===== src/rtl/io_seq_pkg.sv =====
// Shared definitions for the IO stimulus sequencer.
//  - op_e    : step-table operation encodings
//  - state_e : sequencer FSM states
//  - entry layout helpers: {op, mask, value, delay} packed MSB to LSB
package io_seq_pkg;

  typedef enum logic [1:0] {
    OP_SET_SW    = 2'd0,
    OP_PULSE_BTN = 2'd1,
    OP_WAIT_LED  = 2'd2,
    OP_END       = 2'd3
  } op_e;

  typedef enum logic [2:0] {
    StIdle,
    StFetch,
    StExec,
    StHold,
    StWait,
    StDone
  } state_e;

  localparam int unsigned OpWidth = 2;

  function automatic int unsigned entry_width(int unsigned sw_width, int unsigned delay_width);
    return OpWidth + 2 * sw_width + delay_width;
  endfunction

  function automatic int unsigned value_lsb(int unsigned delay_width);
    return delay_width;
  endfunction

  function automatic int unsigned mask_lsb(int unsigned sw_width, int unsigned delay_width);
    return delay_width + sw_width;
  endfunction

  function automatic int unsigned op_lsb(int unsigned sw_width, int unsigned delay_width);
    return delay_width + 2 * sw_width;
  endfunction

endpackage


===== src/rtl/io_stimulus_sequencer_if.sv =====
// Bundle of the sequencer's control, table-config and board-facing signals.
//  master : bench / board side (drives start, cfg_*, leds_in)
//  slave  : the sequencer (drives sw_out, btn_out, busy, done, pass, step_idx)
interface io_stimulus_sequencer_if
  import io_seq_pkg::*;
#(
  parameter int unsigned SW_WIDTH    = 24,
  parameter int unsigned LED_WIDTH   = 24,
  parameter int unsigned BTN_WIDTH   = 5,
  parameter int unsigned DEPTH       = 16,
  parameter int unsigned DELAY_WIDTH = 16
);
  localparam int unsigned AW = $clog2(DEPTH);

  logic                   start;
  logic                   cfg_we;
  logic [AW-1:0]          cfg_addr;
  op_e                    cfg_op;
  logic [SW_WIDTH-1:0]    cfg_mask;
  logic [SW_WIDTH-1:0]    cfg_value;
  logic [DELAY_WIDTH-1:0] cfg_delay;
  logic [LED_WIDTH-1:0]   leds_in;
  logic [SW_WIDTH-1:0]    sw_out;
  logic [BTN_WIDTH-1:0]   btn_out;
  logic                   busy;
  logic                   done;
  logic                   pass;
  logic [AW-1:0]          step_idx;

  modport master (
    output start, cfg_we, cfg_addr, cfg_op, cfg_mask, cfg_value, cfg_delay, leds_in,
    input  sw_out, btn_out, busy, done, pass, step_idx
  );

  modport slave (
    input  start, cfg_we, cfg_addr, cfg_op, cfg_mask, cfg_value, cfg_delay, leds_in,
    output sw_out, btn_out, busy, done, pass, step_idx
  );

endinterface


===== src/rtl/io_seq_table.sv =====
// Step-table register file: one synchronous write port, one combinational
// read port, no reset (contents survive a sequencer reset).
//  clk_i   : clock
//  we_i    : write strobe
//  waddr_i : write index
//  wdata_i : packed entry to store
//  raddr_i : read index
//  rdata_o : packed entry at raddr_i
module io_seq_table #(
  parameter int unsigned Depth = 16,
  parameter int unsigned Width = 66,
  localparam int unsigned Aw   = $clog2(Depth)
) (
  input  logic             clk_i,
  input  logic             we_i,
  input  logic [Aw-1:0]    waddr_i,
  input  logic [Width-1:0] wdata_i,
  input  logic [Aw-1:0]    raddr_i,
  output logic [Width-1:0] rdata_o
);

  logic [Width-1:0] mem_q [Depth];

  always_ff @(posedge clk_i) begin
    if (we_i) begin
      mem_q[waddr_i] <= wdata_i;
    end
  end

  assign rdata_o = mem_q[raddr_i];

endmodule


===== src/rtl/io_stimulus_sequencer.sv =====
// Table-driven stimulus engine for the Minisys top level. Each step sets
// switches, pulses buttons, waits for a light pattern, or ends the run.
//  Minisys_Clock : system clock, rising edge
//  Minisys_Rst_n : asynchronous active-low reset
//  seq_if        : control (start/busy/done/pass/step_idx), table write port
//                  (cfg_*), and board signals (leds_in, sw_out, btn_out)
module io_stimulus_sequencer
  import io_seq_pkg::*;
#(
  parameter int unsigned SW_WIDTH    = 24,
  parameter int unsigned LED_WIDTH   = 24,
  parameter int unsigned BTN_WIDTH   = 5,
  parameter int unsigned DEPTH       = 16,
  parameter int unsigned DELAY_WIDTH = 16
) (
  input logic                     Minisys_Clock,
  input logic                     Minisys_Rst_n,
  io_stimulus_sequencer_if.slave  seq_if
);

  localparam int unsigned AW       = $clog2(DEPTH);
  localparam int unsigned EntryW   = entry_width(SW_WIDTH, DELAY_WIDTH);
  localparam int unsigned ValueLsb = value_lsb(DELAY_WIDTH);
  localparam int unsigned MaskLsb  = mask_lsb(SW_WIDTH, DELAY_WIDTH);
  localparam int unsigned OpLsb    = op_lsb(SW_WIDTH, DELAY_WIDTH);

  state_e                 state_q, state_d;
  logic [AW-1:0]          step_q, step_d;
  op_e                    op_q, op_d;
  logic [SW_WIDTH-1:0]    mask_q, mask_d;
  logic [SW_WIDTH-1:0]    value_q, value_d;
  logic [DELAY_WIDTH-1:0] delay_q, delay_d;
  logic [DELAY_WIDTH-1:0] cnt_q, cnt_d;
  logic [SW_WIDTH-1:0]    sw_q, sw_d;
  logic [BTN_WIDTH-1:0]   btn_q, btn_d;
  logic                   busy_q, busy_d;
  logic                   done_q, done_d;
  logic                   pass_q, pass_d;

  logic [EntryW-1:0]      rd_entry;
  logic                   led_match;
  logic                   advance;

  // Table is frozen while a run is in progress.
  io_seq_table #(
    .Depth (DEPTH),
    .Width (EntryW)
  ) u_table (
    .clk_i   (Minisys_Clock),
    .we_i    (seq_if.cfg_we & ~busy_q),
    .waddr_i (seq_if.cfg_addr),
    .wdata_i ({seq_if.cfg_op, seq_if.cfg_mask, seq_if.cfg_value, seq_if.cfg_delay}),
    .raddr_i (step_q),
    .rdata_o (rd_entry)
  );

  assign led_match = ((seq_if.leds_in & mask_q[LED_WIDTH-1:0]) ==
                      (value_q[LED_WIDTH-1:0] & mask_q[LED_WIDTH-1:0]));

  always_comb begin
    state_d = state_q;
    step_d  = step_q;
    op_d    = op_q;
    mask_d  = mask_q;
    value_d = value_q;
    delay_d = delay_q;
    cnt_d   = cnt_q;
    sw_d    = sw_q;
    btn_d   = btn_q;
    busy_d  = busy_q;
    done_d  = done_q;
    pass_d  = pass_q;
    advance = 1'b0;

    unique case (state_q)
      StIdle, StDone: begin
        if (seq_if.start) begin
          step_d  = '0;
          busy_d  = 1'b1;
          done_d  = 1'b0;
          pass_d  = 1'b0;
          state_d = StFetch;
        end
      end
      StFetch: begin
        op_d    = op_e'(rd_entry[OpLsb +: OpWidth]);
        mask_d  = rd_entry[MaskLsb +: SW_WIDTH];
        value_d = rd_entry[ValueLsb +: SW_WIDTH];
        delay_d = rd_entry[DELAY_WIDTH-1:0];
        state_d = StExec;
      end
      StExec: begin
        cnt_d = delay_q;
        unique case (op_q)
          OP_SET_SW: begin
            sw_d    = (sw_q & ~mask_q) | (value_q & mask_q);
            state_d = StHold;
          end
          OP_PULSE_BTN: begin
            btn_d   = value_q[BTN_WIDTH-1:0];
            state_d = StHold;
          end
          OP_WAIT_LED: begin
            state_d = StWait;
          end
          OP_END: begin
            busy_d  = 1'b0;
            done_d  = 1'b1;
            pass_d  = 1'b1;
            state_d = StDone;
          end
        endcase
      end
      StHold: begin
        // Leaving at cnt<=1 gives max(delay,1) hold cycles.
        if (cnt_q <= DELAY_WIDTH'(1)) begin
          if (op_q == OP_PULSE_BTN) begin
            btn_d = '0;
          end
          advance = 1'b1;
        end else begin
          cnt_d = cnt_q - DELAY_WIDTH'(1);
        end
      end
      StWait: begin
        // A match wins over a timeout in the same cycle.
        if (led_match) begin
          advance = 1'b1;
        end else if (cnt_q == '0) begin
          busy_d  = 1'b0;
          done_d  = 1'b1;
          pass_d  = 1'b0;
          state_d = StDone;
        end else begin
          cnt_d = cnt_q - DELAY_WIDTH'(1);
        end
      end
      default: state_d = StIdle;
    endcase

    // Running off the end of the table behaves as an END step.
    if (advance) begin
      if (step_q == AW'(DEPTH - 1)) begin
        busy_d  = 1'b0;
        done_d  = 1'b1;
        pass_d  = 1'b1;
        state_d = StDone;
      end else begin
        step_d  = step_q + AW'(1);
        state_d = StFetch;
      end
    end
  end

  always_ff @(posedge Minisys_Clock or negedge Minisys_Rst_n) begin
    if (!Minisys_Rst_n) begin
      state_q <= StIdle;
      step_q  <= '0;
      op_q    <= OP_SET_SW;
      mask_q  <= '0;
      value_q <= '0;
      delay_q <= '0;
      cnt_q   <= '0;
      sw_q    <= '0;
      btn_q   <= '0;
      busy_q  <= 1'b0;
      done_q  <= 1'b0;
      pass_q  <= 1'b0;
    end else begin
      state_q <= state_d;
      step_q  <= step_d;
      op_q    <= op_d;
      mask_q  <= mask_d;
      value_q <= value_d;
      delay_q <= delay_d;
      cnt_q   <= cnt_d;
      sw_q    <= sw_d;
      btn_q   <= btn_d;
      busy_q  <= busy_d;
      done_q  <= done_d;
      pass_q  <= pass_d;
    end
  end

  assign seq_if.sw_out   = sw_q;
  assign seq_if.btn_out  = btn_q;
  assign seq_if.busy     = busy_q;
  assign seq_if.done     = done_q;
  assign seq_if.pass     = pass_q;
  assign seq_if.step_idx = step_q;

endmodule


===== src/flat_wrapper.sv =====
// flat-port wrapper written by rule: the top's interface ports become plain ports
module io_stimulus_sequencer_flat import io_seq_pkg::*;
#(
  parameter int unsigned SW_WIDTH    = 24,
  parameter int unsigned LED_WIDTH   = 24,
  parameter int unsigned BTN_WIDTH   = 5,
  parameter int unsigned DEPTH       = 16,
  parameter int unsigned DELAY_WIDTH = 16
)
  (Minisys_Clock, Minisys_Rst_n, seq_if_start, seq_if_cfg_we, seq_if_cfg_addr, seq_if_cfg_op, seq_if_cfg_mask, seq_if_cfg_value, seq_if_cfg_delay, seq_if_leds_in, seq_if_sw_out, seq_if_btn_out, seq_if_busy, seq_if_done, seq_if_pass, seq_if_step_idx);
  io_stimulus_sequencer_if #(.SW_WIDTH(SW_WIDTH), .LED_WIDTH(LED_WIDTH), .BTN_WIDTH(BTN_WIDTH), .DEPTH(DEPTH), .DELAY_WIDTH(DELAY_WIDTH)) seq_if_i ();
  input logic Minisys_Clock;
  input logic Minisys_Rst_n;
  input wire logic [$bits(seq_if_i.start)-1:0] seq_if_start;
  input wire logic [$bits(seq_if_i.cfg_we)-1:0] seq_if_cfg_we;
  input wire logic [$bits(seq_if_i.cfg_addr)-1:0] seq_if_cfg_addr;
  input wire logic [$bits(seq_if_i.cfg_op)-1:0] seq_if_cfg_op;
  input wire logic [$bits(seq_if_i.cfg_mask)-1:0] seq_if_cfg_mask;
  input wire logic [$bits(seq_if_i.cfg_value)-1:0] seq_if_cfg_value;
  input wire logic [$bits(seq_if_i.cfg_delay)-1:0] seq_if_cfg_delay;
  input wire logic [$bits(seq_if_i.leds_in)-1:0] seq_if_leds_in;
  output wire logic [$bits(seq_if_i.sw_out)-1:0] seq_if_sw_out;
  output wire logic [$bits(seq_if_i.btn_out)-1:0] seq_if_btn_out;
  output wire logic [$bits(seq_if_i.busy)-1:0] seq_if_busy;
  output wire logic [$bits(seq_if_i.done)-1:0] seq_if_done;
  output wire logic [$bits(seq_if_i.pass)-1:0] seq_if_pass;
  output wire logic [$bits(seq_if_i.step_idx)-1:0] seq_if_step_idx;
  assign seq_if_i.start = seq_if_start;
  assign seq_if_i.cfg_we = seq_if_cfg_we;
  assign seq_if_i.cfg_addr = seq_if_cfg_addr;
  assign seq_if_i.cfg_op = seq_if_cfg_op;
  assign seq_if_i.cfg_mask = seq_if_cfg_mask;
  assign seq_if_i.cfg_value = seq_if_cfg_value;
  assign seq_if_i.cfg_delay = seq_if_cfg_delay;
  assign seq_if_i.leds_in = seq_if_leds_in;
  assign seq_if_sw_out = seq_if_i.sw_out;
  assign seq_if_btn_out = seq_if_i.btn_out;
  assign seq_if_busy = seq_if_i.busy;
  assign seq_if_done = seq_if_i.done;
  assign seq_if_pass = seq_if_i.pass;
  assign seq_if_step_idx = seq_if_i.step_idx;
  io_stimulus_sequencer #(.SW_WIDTH(SW_WIDTH), .LED_WIDTH(LED_WIDTH), .BTN_WIDTH(BTN_WIDTH), .DEPTH(DEPTH), .DELAY_WIDTH(DELAY_WIDTH)) u_core (.Minisys_Clock(Minisys_Clock), .Minisys_Rst_n(Minisys_Rst_n), .seq_if(seq_if_i));
endmodule

===== config.mk =====
export PLATFORM = sky130hd
export DESIGN_NAME = io_stimulus_sequencer_flat
export DESIGN_NICKNAME = d
export VERILOG_FILES = /design/src/rtl/io_seq_pkg.sv /design/src/rtl/io_stimulus_sequencer_if.sv /design/src/rtl/io_seq_table.sv /design/src/rtl/io_stimulus_sequencer.sv /design/src/flat_wrapper.sv
export SDC_FILE = /design/constraint.sdc
export NUM_CORES = 1
export LEC_CHECK = 0
export ABC_AREA = 1
export BUFFER_PORTS_ARGS = -buffer_cell sky130_fd_sc_hd__buf_4
export CAP_MARGIN = 10
export CORE_AREA = 2 2 400 402
export DETAILED_ROUTE_END_ITERATION = 12
export DIE_AREA = 0 0 402 404
export GPL_TIMING_DRIVEN = 0
export PLACE_DENSITY_LB_ADDON = 0.2
export SYNTH_ARGS = -nofsm -noshare
export SYNTH_HDL_FRONTEND = slang
export SYNTH_SLANG_ARGS = --single-unit

===== constraint.sdc =====
create_clock -name Minisys_Clock -period 7 [get_ports Minisys_Clock]
set_clock_uncertainty 0.1 [all_clocks]
set_input_delay 1.4 -clock Minisys_Clock [delete_from_list [all_inputs] [get_ports Minisys_Clock]]
set_output_delay 1.4 -clock Minisys_Clock [all_outputs]
set_load 0.02 [all_outputs]

=== Word-level counts from Yosys, hierarchy flattened ===
Memory sizes are Yosys's and may differ from the RTL's. A register that Yosys moved wholly into a read port is not among the register bits.
Index checks and enable logic that the tools add are counted.

* Output and inout bits: 36
* Logic and storage cells: 96
* Memories: 1
* Flip-flop bits (word level): 55
* Input port bits: 98
* RAM bits: 1056

{| class="wikitable"
|+ Memories
! name !! words !! bits a word !! rd ports !! clocked after memory_dff !! write ports !! line !! source
|-
| u_core.u_table.mem_q || 16 || 66 || 1 || 1 || 1 || io_seq_table.sv:22 || <nowiki>logic [Width-1:0] mem_q [Depth];</nowiki>
|}

* $add $sub $neg: 2
* Reduce and logical (&&, ||, !) cells: 12
* Equality and inequality tests: 20
* Mux-type cells: 45
* Bitwise logic cells: 7
* Order comparisons: 1

{| class="wikitable"
|+ Operators by type and width
! kind !! number
|-
| $and 24x24->24 || 3
|-
| $mux 16 || 3
|-
| $pmux 16 s3 || 1
|-
| $eq 24x24->1 || 1
|-
| $not 24->24 || 1
|-
| $or 24x24->24 || 1
|-
| $mux 1 || 22
|-
| $le 16x1->1 const B || 1
|-
| $logic_not 16->1 || 1
|-
| $mux 4 || 4
|-
| $sub 16x1->16 const B || 1
|-
| $mux 3 || 5
|-
| $mux 5 || 3
|-
| $pmux 3 s5 || 1
|-
| $reduce_and 4->1 || 3
|-
| $pmux 5 s2 || 1
|-
| $pmux 1 s3 || 3
|-
| $pmux 3 s3 || 1
|-
| $ne 2x1->1 const B || 4
|-
| $eq 3x2->1 const B || 2
|-
| $eq 3x3->1 const B || 2
|-
| $ne 2x2->1 const B || 3
|-
| $add 4x1->4 const B || 1
|-
| $eq 2x2->1 const B || 2
|-
| 16 further kinds || 17
|}

=== Longest topological paths before layout ===
Gate-level depths: netlist (run 1).

* Depth after elaboration: 6
* Gate-level depth with buffers: 13
* Gate-level depth less buffers: 13

=== Hierarchy ===
Synthesis (run 1) repeated with hierarchy kept, for this count alone.

* Cells, all modules: 5151
* Area total of the unflattened synthesis: 51747.1 um2

{| class="wikitable"
|+ Modules (own cells, without submodules)
! module !! cells each !! instances !! sequential area each (um2) !! area each (um2)
|-
| io_seq_table || 4275 || 1 || 31710.4 || 45483.6
|-
| io_stimulus_sequencer || 876 || 1 || 3027.9 || 6263.5
|}

=== Worst setup path after synthesis (run 1) ===
Ideal clock, no wire load.

* Path type: in2reg
* Start: input seq_if_cfg_we
* End: memory u_core.u_table.mem_q[10][0] (enable)
* Data arrival time: 4.524 ns
* Path buffers: 0
* Required time: 6.409 ns
* Slack: 1.886 ns
* Setup time: 0.491 ns
* Stages on the path: 4
* Cells stage by stage: inv_1 -> nor2_1 -> nand3b_1 -> nor2_1

* Word-level cells in the longest chain between the ends: 3

{| class="wikitable"
|+ Ends and longest elaborated chain
! item !! line !! source
|-
| start: declaration || flat_wrapper.sv:15 || <nowiki>input wire logic [$bits(seq_if_i.cfg_we)-1:0] seq_if_cfg_we;</nowiki>
|-
| $and 1x1->1 || io_stimulus_sequencer.sv:50 || <nowiki>.we_i (seq_if.cfg_we & ~busy_q),</nowiki>
|-
| $mux 1 || io_seq_table.sv:25 || <nowiki>if (we_i) begin</nowiki>
|-
| $mux 1 (not written as such) || io_seq_table.sv:26 || <nowiki>mem_q[waddr_i] <= wdata_i;</nowiki>
|-
| end: declaration || io_seq_table.sv:22 ||
|}

No other way between the ends.

==> results of run 1 <==
[through the flow]
step           hold WS, ns  std cells
2_1_floorplan        0.349       3691
3_3_place_gp         0.369       5896
3_5_place_dp         0.370       5951
4_1_cts              0.384       6177
5_1_grt              0.399       6177
6_report             0.387       6181
[layer usage]
layer	wire (um)	GRT usage, %	part of all wire [%]	up-vias
li1	-	-	-	14100
met1	75800	28.9	45	16200
met2	76200	31.9	45	1215
met3	12600	3.77	7.4	211
met4	4610	6.35	2.7	10
met5	69	0	0.041	-
[cells in the mapped netlist, types with 9 or more instances]
master and n:
sky130_fd_sc_hd__o211ai_1 66, sky130_fd_sc_hd__mux2i_1 135, sky130_fd_sc_hd__a21oi_1 233, sky130_fd_sc_hd__inv_1 81, sky130_fd_sc_hd__buf_4 29, sky130_fd_sc_hd__o21ai_1 60
sky130_fd_sc_hd__buf_6 15, sky130_fd_sc_hd__buf_1 13, sky130_fd_sc_hd__nand3_1 42, sky130_fd_sc_hd__nand2_1 699, sky130_fd_sc_hd__a31oi_1 26, sky130_fd_sc_hd__clkbuf_1 87
sky130_fd_sc_hd__o22ai_1 164, sky130_fd_sc_hd__buf_2 73, sky130_fd_sc_hd__o21ai_0 372, sky130_fd_sc_hd__edfxtp_1 1056, sky130_fd_sc_hd__inv_2 9, sky130_fd_sc_hd__nor2_1 362
sky130_fd_sc_hd__dfrtp_1 121
[cells in the final DEF (no fill, tap or decap), drive strengths merged]
cell	synthesis	routed
clkinvlp	0	4
o211ai	67	67
dfrtp	121	121
inv	90	94
o21a	1	1
o21ai	435	435
nand3	44	44
nand2	705	705
and2	1	1
nand3b	2	2
diode	0	4
edfxtp	1056	1056
mux2i	135	135
o2111ai	1	1
nor4	2	2
ha	4	4
clkinv	0	43
xor2	5	5
xnor2	2	2
a21oi	233	233
clkbuf	87	253
a31oi	26	26
nand4	1	1
nor2	369	369
bufinv	0	9
o22ai	168	168
o31ai	5	5
nor3	1	1
buf	130	318
[tightest hold or removal path, cell delays in order (launching register included)]
cell,delay (ns)
sky130_fd_sc_hd__dfrtp_1,0.35
sky130_fd_sc_hd__nand2_1,0.06
sky130_fd_sc_hd__nand2_1,0.05
[final cells by class]
class / count / area share (%)
sequential: 1177 / 61.9
multi-input combinational: 2207 / 19.8
clock buffer: 166 / 6.18
tap: 2072 / 4.62
timing repair buffer: 188 / 3.95
buffer: 217 / 2.01
clock inverter: 60 / 0.954
inverter: 90 / 0.602
antenna: 4 / 0.0178
[how the worst max path moves through the flow]
| stage | start | end | slack (ns) | cells after the start |
|---|---|---|---|---|
| 2_1_floorplan | seq_if_cfg_we | u_core.u_table.mem_q[10][0] | 1.89 | 4 |
| 3_3_place_gp | seq_if_cfg_we | u_core.u_table.mem_q[6][4] | -3.14 | 5 |
| 3_5_place_dp | seq_if_cfg_we | u_core.u_table.mem_q[6][6] | 3.08 | 7 |
| 4_1_cts | u_core.seq_if.step_idx[3] | u_core.value_q[0] | 3.71 | 7 |
| 5_1_grt | u_core.seq_if.step_idx[3] | u_core.value_q[0] | 3.69 | 7 |
| 6_report | u_core.seq_if.step_idx[3] | u_core.value_q[0] | 3.73 | 7 |
[state kept, by name, indices dropped and copies added, names as in the netlist, 2 cells and up, named ones only]
name	count
u_core.cnt_q	16
u_core.delay_q	16
u_core.mask_q	24
u_core.op_q	2
u_core.seq_if.btn_out	5
u_core.seq_if.step_idx	4
u_core.state_q	3
u_core.u_table.mem_q	1056
u_core.value_q	24
[power groups by stage]
stage	registers [mW]	clock network, mW	logic (mW)
final	8.66	6.56	3.34
after global routing	8.68	6.90	3.63
after CTS	8.66	6.65	3.35
after detailed placement	8.80	0	3.34
after global placement	8.83	0	3.26
after floorplan	8.58	0	1.82
[cell families (layout without fill, tap and decap cells)]
family,Yosys count,after routing,synth area share [%]
buf+inv,307,721,3.10
flops,1177,1177,73.6
simple gates,1125,1125,9.27
xor+xnor,7,7,0.130
mux,135,135,2.86
compound gates,936,936,10.9
fa+ha+maj,4,4,0.106
other cells,0,4,0
==> metrics.log, run 1 <==
INFO  metric timing.critical_path.slowest_cell_delay = 0.98 ns
INFO  metric synth_top_cell_by_area = sky130_fd_sc_hd__edfxtp_1
INFO  metric multiInputGateArea = 0.0111 sq mm
INFO  metric slew-limit-headroom = 10.9%
INFO  metric fmax = 305 MHz
INFO  metric slowest_stage = sky130_fd_sc_hd__clkbuf_1
INFO  metric critPathBufInv = 3
INFO  metric path_max_fanout = 10
INFO  metric firstDrtPassIters = 6
INFO  metric power.combinational.fraction = 18.0%
INFO  metric drt_iter0_drc = 3,579
INFO  metric vias = 31,700
INFO  metric design_area = 0.0561 sq mm
INFO  metric dieArea = 0.162 sq mm
INFO  metric wl_per_cell = 27.4 um
INFO  metric cts.path.max_buffers = 3
INFO  metric seqCellArea = 0.0347 sq mm
INFO  metric area_fraction_of_the_dominant_cell_type_after_synthesis = 67.2%
INFO  metric switching_share = 30.6%
INFO  metric report.final.hold_viol_count = 0
INFO  metric min-delay-path-class = flop to flop
INFO  metric synth.ff_latch_count = 1,177
INFO  metric clkTransAtPathRegs = 0.06 ns
INFO  metric timing.reg2reg.worst_path_depth = 7
INFO  metric syn_nets = 3,793
INFO  metric grt_max_degree = 79
INFO  metric netlist_instances = 3,691
INFO  metric grt_pass1_wl = 235,000 um
INFO  metric synth_area_leaders = sky130_fd_sc_hd__edfxtp_1 (67%), sky130_fd_sc_hd__dfrtp_1 (6.4%), sky130_fd_sc_hd__nand2_1 (5.6%), sky130_fd_sc_hd__o21ai_0 (3.9%), sky130_fd_sc_hd__nor2_1 (2.9%)
INFO  metric cts_setup_buffers = 0
INFO  metric starting_density = 29.9%
INFO  metric r2r-end = u_core.value_q[0]
INFO  metric io_buffers = 133
INFO  metric worstPathArrival = 3.82 ns
INFO  metric viasPerCell = 5.13
INFO  metric power.density_cell_area = 331 mW/mm^2
INFO  metric drv_cap = 0
INFO  metric floorplan.die.width = 402 um
INFO  metric synth_cell_type_count = 38
INFO  metric die_span_y = 404 um
INFO  metric cts_resized = 0
INFO  metric floorplan.io_pins = 134
INFO  metric fin_crit_sh = 46.8%
INFO  metric r2r-start = u_core.seq_if.step_idx[3]
INFO  metric synthArstFlopShare = 10.3%
INFO  metric tightest_slew = 1.34 ns
INFO  metric critPathCaptureType = flop
INFO  metric core-area = 0.158 sq mm
INFO  metric crit_required = 7.55 ns
INFO  metric grt_setup_unrepaired = false
INFO  metric grt_overflow = 0
INFO  metric fraction_of_final_layout_cells_sized_beyond_drive_strength_1 = 13.2%
INFO  metric gpl.final_weighted_congestion = 0.847
INFO  metric drt_drc_violations_left = 0
INFO  metric fillCellCount = 15,400
INFO  metric worstSkewPairLatency = 0.73 ns
INFO  metric power_frac_clock = 35.3%
INFO  metric grt_antenna_before_repair = 7
INFO  metric post-place-ws = 3.08 ns
INFO  metric worstSetupStartpointType = flop
INFO  metric internal_power = 12.9 mW
INFO  metric setup_ws = 3.73 ns
INFO  metric area_delta_synth_final = 19.0%
INFO  metric timing.critical_path.cells = buf_2 -> clkbuf_1 -> clkbuf_1 -> a21oi_1 -> o21ai_1 -> a21oi_1 -> o22ai_1
INFO  metric synth.cell_area = 0.0472 sq mm
INFO  metric worstSetupPathType = flop to flop
INFO  metric route.antenna.remaining_nets = 0
INFO  metric worst_path_dominant_cell_family = buffers and inverters
INFO  metric r2r_setup_slack = 3.73 ns
INFO  metric holdBufCountCts = 0
INFO  metric post_layout_total_power = 18.6 mW
INFO  metric tritoncts_clock_tree = yes
INFO  metric cts_num_sinks = 1,177
INFO  metric worstHoldPathCells = 2
INFO  metric drt_wl_total = 169,000 um
INFO  metric synthesis.area_per_instance = 12.8 sq um
INFO  metric vias_in_the_first_global_route = 30,500
INFO  metric dominantRegCellSynth = sky130_fd_sc_hd__edfxtp_1
INFO  metric leakagePower = 19.6 nW
INFO  metric fin_nets = 4,102
INFO  metric dpl.hpwl = 115,000 um
INFO  metric fp-row-count = 146
INFO  metric finalSetupTns = 0 ns
INFO  metric holdPathEnd = u_core.cnt_q[1]
INFO  metric seq_power_share = 46.6%
INFO  metric placedInstanceArea = 0.0521 sq mm
INFO  metric post-route-min-period = 3.27 ns
INFO  metric switchingPower = 5.68 mW
INFO  metric result_of_the_run = finished, final reports clean
INFO  metric report.final.slew_viol_count = 0
INFO  metric htree_num_levels = 3
INFO  metric finalCoreUtilization = 35.6%
INFO  metric synth-edff-count = 1,056
INFO  metric setup_violation_total_in_the_final_timing_report = 0
INFO  metric clock-root-buffer = sky130_fd_sc_hd__clkbuf_16
INFO  metric irDropWorstVdd = 191 uV
INFO  metric beginning_of_the_worst_hold_path = u_core.cnt_q[1]
INFO  metric total_clock_buffers_created_by_cts = 119
INFO  metric grt_use_total = 20.5%
INFO  metric yosysSeqAreaShare = 73.6%
INFO  metric synth_warnings = 0
No activity file was read; power rests on OpenSTA's default activity.
==> inputs of run 2 (changes only) <==
==> constraint.sdc (replaced) <==
create_clock -name Minisys_Clock -period 3.2 [get_ports Minisys_Clock]
set_clock_uncertainty 0.1 [all_clocks]
set_input_delay 0.64 -clock Minisys_Clock [delete_from_list [all_inputs] [get_ports Minisys_Clock]]
set_output_delay 0.64 -clock Minisys_Clock [all_outputs]
set_load 0.02 [all_outputs]
==> run 2 against run 1 <==
Die area unchanged. Sequential cell count stayed put. Final cell count is essentially flat. Critical endpoint is now u_core.op_q[1]. Clock power up 110%. Utilization decreased by 0.069 points. Combinational power is 120% higher. Register-to-register slack lost 3.7 ns. Largest power group unchanged. Via count fell by 1.1%. Sequential power up 120%. Maximum frequency increased by 4.0%.
==> metrics.log, run 2 (same netlist as run 1, synthesis figures left out) <==
INFO  metric grt_max_degree = 86
INFO  metric instances_no_fill = 6,183
INFO  metric setup_violation_total_in_the_final_timing_report = 0
INFO  metric core-area = 0.158 sq mm
INFO  metric layout_common_cells = sky130_fd_sc_hd__edfxtp_1 (1,056), sky130_fd_sc_hd__nand2_1 (699), sky130_fd_sc_hd__o21ai_0 (372)
INFO  metric htree_num_levels = 3
INFO  metric post-route-min-period = 3.15 ns
INFO  metric viasPerCell = 5.07
INFO  metric grt_pass1_wl = 234,000 um
INFO  metric route.antenna.remaining_nets = 0
INFO  metric report.final.hold_viol_count = 0
INFO  metric fp-row-count = 146
INFO  metric post-place-ws = -0.0296 ns
INFO  metric fin_crit_sh = 98.4%
INFO  metric cts_num_sinks = 1,177
INFO  metric report.final.slew_viol_count = 0
INFO  metric total_clock_buffers_created_by_cts = 121
INFO  metric cts.path.max_buffers = 3
INFO  metric grt_overflow = 0
INFO  metric largest_registers = u_core.u_table.mem_q: 1056 flops, u_core.mask_q: 24 flops, u_core.value_q: 24 flops
INFO  metric result_of_the_run = finished, final reports clean
INFO  metric wl_per_cell = 27.1 um
INFO  metric starting_density = 29.9%
INFO  metric io_buffers = 133
INFO  metric grt_antenna_before_repair = 11
INFO  metric vias = 31,400
INFO  metric area_delta_synth_final = 18.7%
INFO  metric drt_wl_total = 168,000 um
INFO  metric fillCellCount = 15,500
INFO  metric dieArea = 0.162 sq mm
INFO  metric path_max_fanout = 10
INFO  metric dpl.hpwl = 114,000 um
INFO  metric layout.cells.most_common = sky130_fd_sc_hd__edfxtp_1
INFO  metric worstSkewPairLatency = 0.74 ns
INFO  metric clkTransAtPathRegs = 0.06 ns
INFO  metric critPathCaptureType = flop
INFO  metric largest_register = u_core.u_table.mem_q
INFO  metric fraction_of_final_layout_cells_sized_beyond_drive_strength_1 = 13.0%
INFO  metric clock-root-buffer = sky130_fd_sc_hd__clkbuf_16
INFO  metric min-delay-path-class = primary input to flop
INFO  metric vias_in_the_first_global_route = 30,700
INFO  metric die_span_y = 404 um
INFO  metric worstSetupStartpointType = flop
INFO  metric gpl.final_weighted_congestion = 0.831
INFO  metric floorplan.io_pins = 134
INFO  metric setup_ws = 0.0522 ns
INFO  metric grt_setup_unrepaired = false
INFO  metric tritoncts_clock_tree = yes
INFO  metric leakagePower = 19.6 nW
INFO  metric drt_drc_violations_left = 0
INFO  metric fin_nets = 4,105
INFO  metric floorplan.die.width = 402 um
INFO  metric finalSetupTns = 0 ns
INFO  metric slew-limit-headroom = 14.7%
INFO  metric grt_use_total = 20.3%
INFO  metric post_layout_total_power = 40.1 mW
INFO  metric firstDrtPassIters = 5
INFO  metric crit_required = 3.73 ns
INFO  metric power.density_cell_area = 715 mW/mm^2
INFO  metric worstSetupPathType = flop to flop
INFO  metric largest_register_ff_count = 1,056
INFO  metric worstPathArrival = 3.68 ns
INFO  metric fmax = 318 MHz
INFO  metric tightest_slew = 1.28 ns
INFO  metric placed_cells = 5,952
INFO  metric irDropWorstVdd = 472 uV
INFO  metric drv_cap = 0
INFO  metric drt_iter0_drc = 3,337
## run 2: cell count changes in the layout (fill, tap and decap cells not counted), sizes merged, moves of 3 or more
cell | previous run | this run
clkbuf | 253 | 268
clkinv | 43 | 33
bufinv | 9 | 5
inv | 94 | 91
## run 2: final timing paths
kind | cells after the start | to | slack (ns) | startpoint
max in group asynchronous | 3 | async pin | 1.72 | Minisys_Rst_n
setup / recovery | 8 | u_core.op_q[1] | 0.05 | u_core.seq_if.step_idx[3]
min in group asynchronous | 2 | u_core.delay_q[4] | 0.31 | Minisys_Rst_n
hold reg to reg | 2 | u_core.seq_if.btn_out[0] | 0.39 | u_core.seq_if.btn_out[0]
hold / removal | 1 | u_core.u_table.mem_q[5][39] | 0.11 | seq_if_cfg_value[23]
setup reg to reg | 8 | u_core.op_q[1] | 0.05 | u_core.seq_if.step_idx[3]
## run 2: worst max-delay path: stages, from the launching register on
cell                       delay [ns]
sky130_fd_sc_hd__dfrtp_1         0.45
sky130_fd_sc_hd__buf_2           0.22
sky130_fd_sc_hd__inv_1           0.13
sky130_fd_sc_hd__clkbuf_1        0.94
sky130_fd_sc_hd__buf_2           0.61
sky130_fd_sc_hd__a21oi_1         0.08
sky130_fd_sc_hd__o21ai_1         0.16
sky130_fd_sc_hd__a21oi_1         0.09
sky130_fd_sc_hd__o22ai_1         0.25
## run 2: layer usage
| layer | vias up | GRT usage, % | part of all wire [%] |
|---|---|---|---|
| li1 | 14100 | - | - |
| met1 | 16000 | 28.3 | 45 |
| met2 | 1076 | 32.3 | 46 |
| met3 | 226 | 3.47 | 6.5 |
| met4 | 10 | 6.20 | 2.7 |
| met5 | - | 0 | 0.039 |
## run 2: metrics by stage
step | cell area [sq um] | utilization, % | hold slack, ns
after CTS | 56000 | 35.5 | 0.0665
after detailed placement | 52100 | 33.0 | 0.375
after global routing | 56000 | 35.5 | 0.106
after global placement | 50800 | 32.2 | 0.372
after floorplan | 47200 | - | 0.244
final | 56000 | 35.5 | 0.113
## run 2: cell type report
| class | instances | area (sq um) | area share [%] |
|---|---|---|---|
| Antenna cell | 5 | 12.5 | 0.0223 |
| Buffer | 216 | 1140 | 2.03 |
| Clock buffer | 183 | 3510 | 6.27 |
| Clock inverter | 43 | 348 | 0.621 |
| Inverter | 90 | 338 | 0.603 |
| Multi-Input combinational cell | 2207 | 11100 | 19.8 |
| Sequential cell | 1177 | 34700 | 62.0 |
| Tap cell | 2072 | 2590 | 4.63 |
| Timing Repair Buffer | 190 | 2240 | 4.00 |
## run 2: repair_timing
item	4_1_cts	5_1_grt
cloned	0	0
hold buffers	1	0
resized for setup	1	11
endpoints found under the hold margin	36	0
endpoints found under the setup margin	2	4
pin swaps	0	0
setup buffers	0	0
## run 2: power breakdown
group / internal [mW] / switching (mW)
Sequential: 17.7 / 1.16
Clock: 7.92 / 5.98
Combinational: 2.21 / 5.07
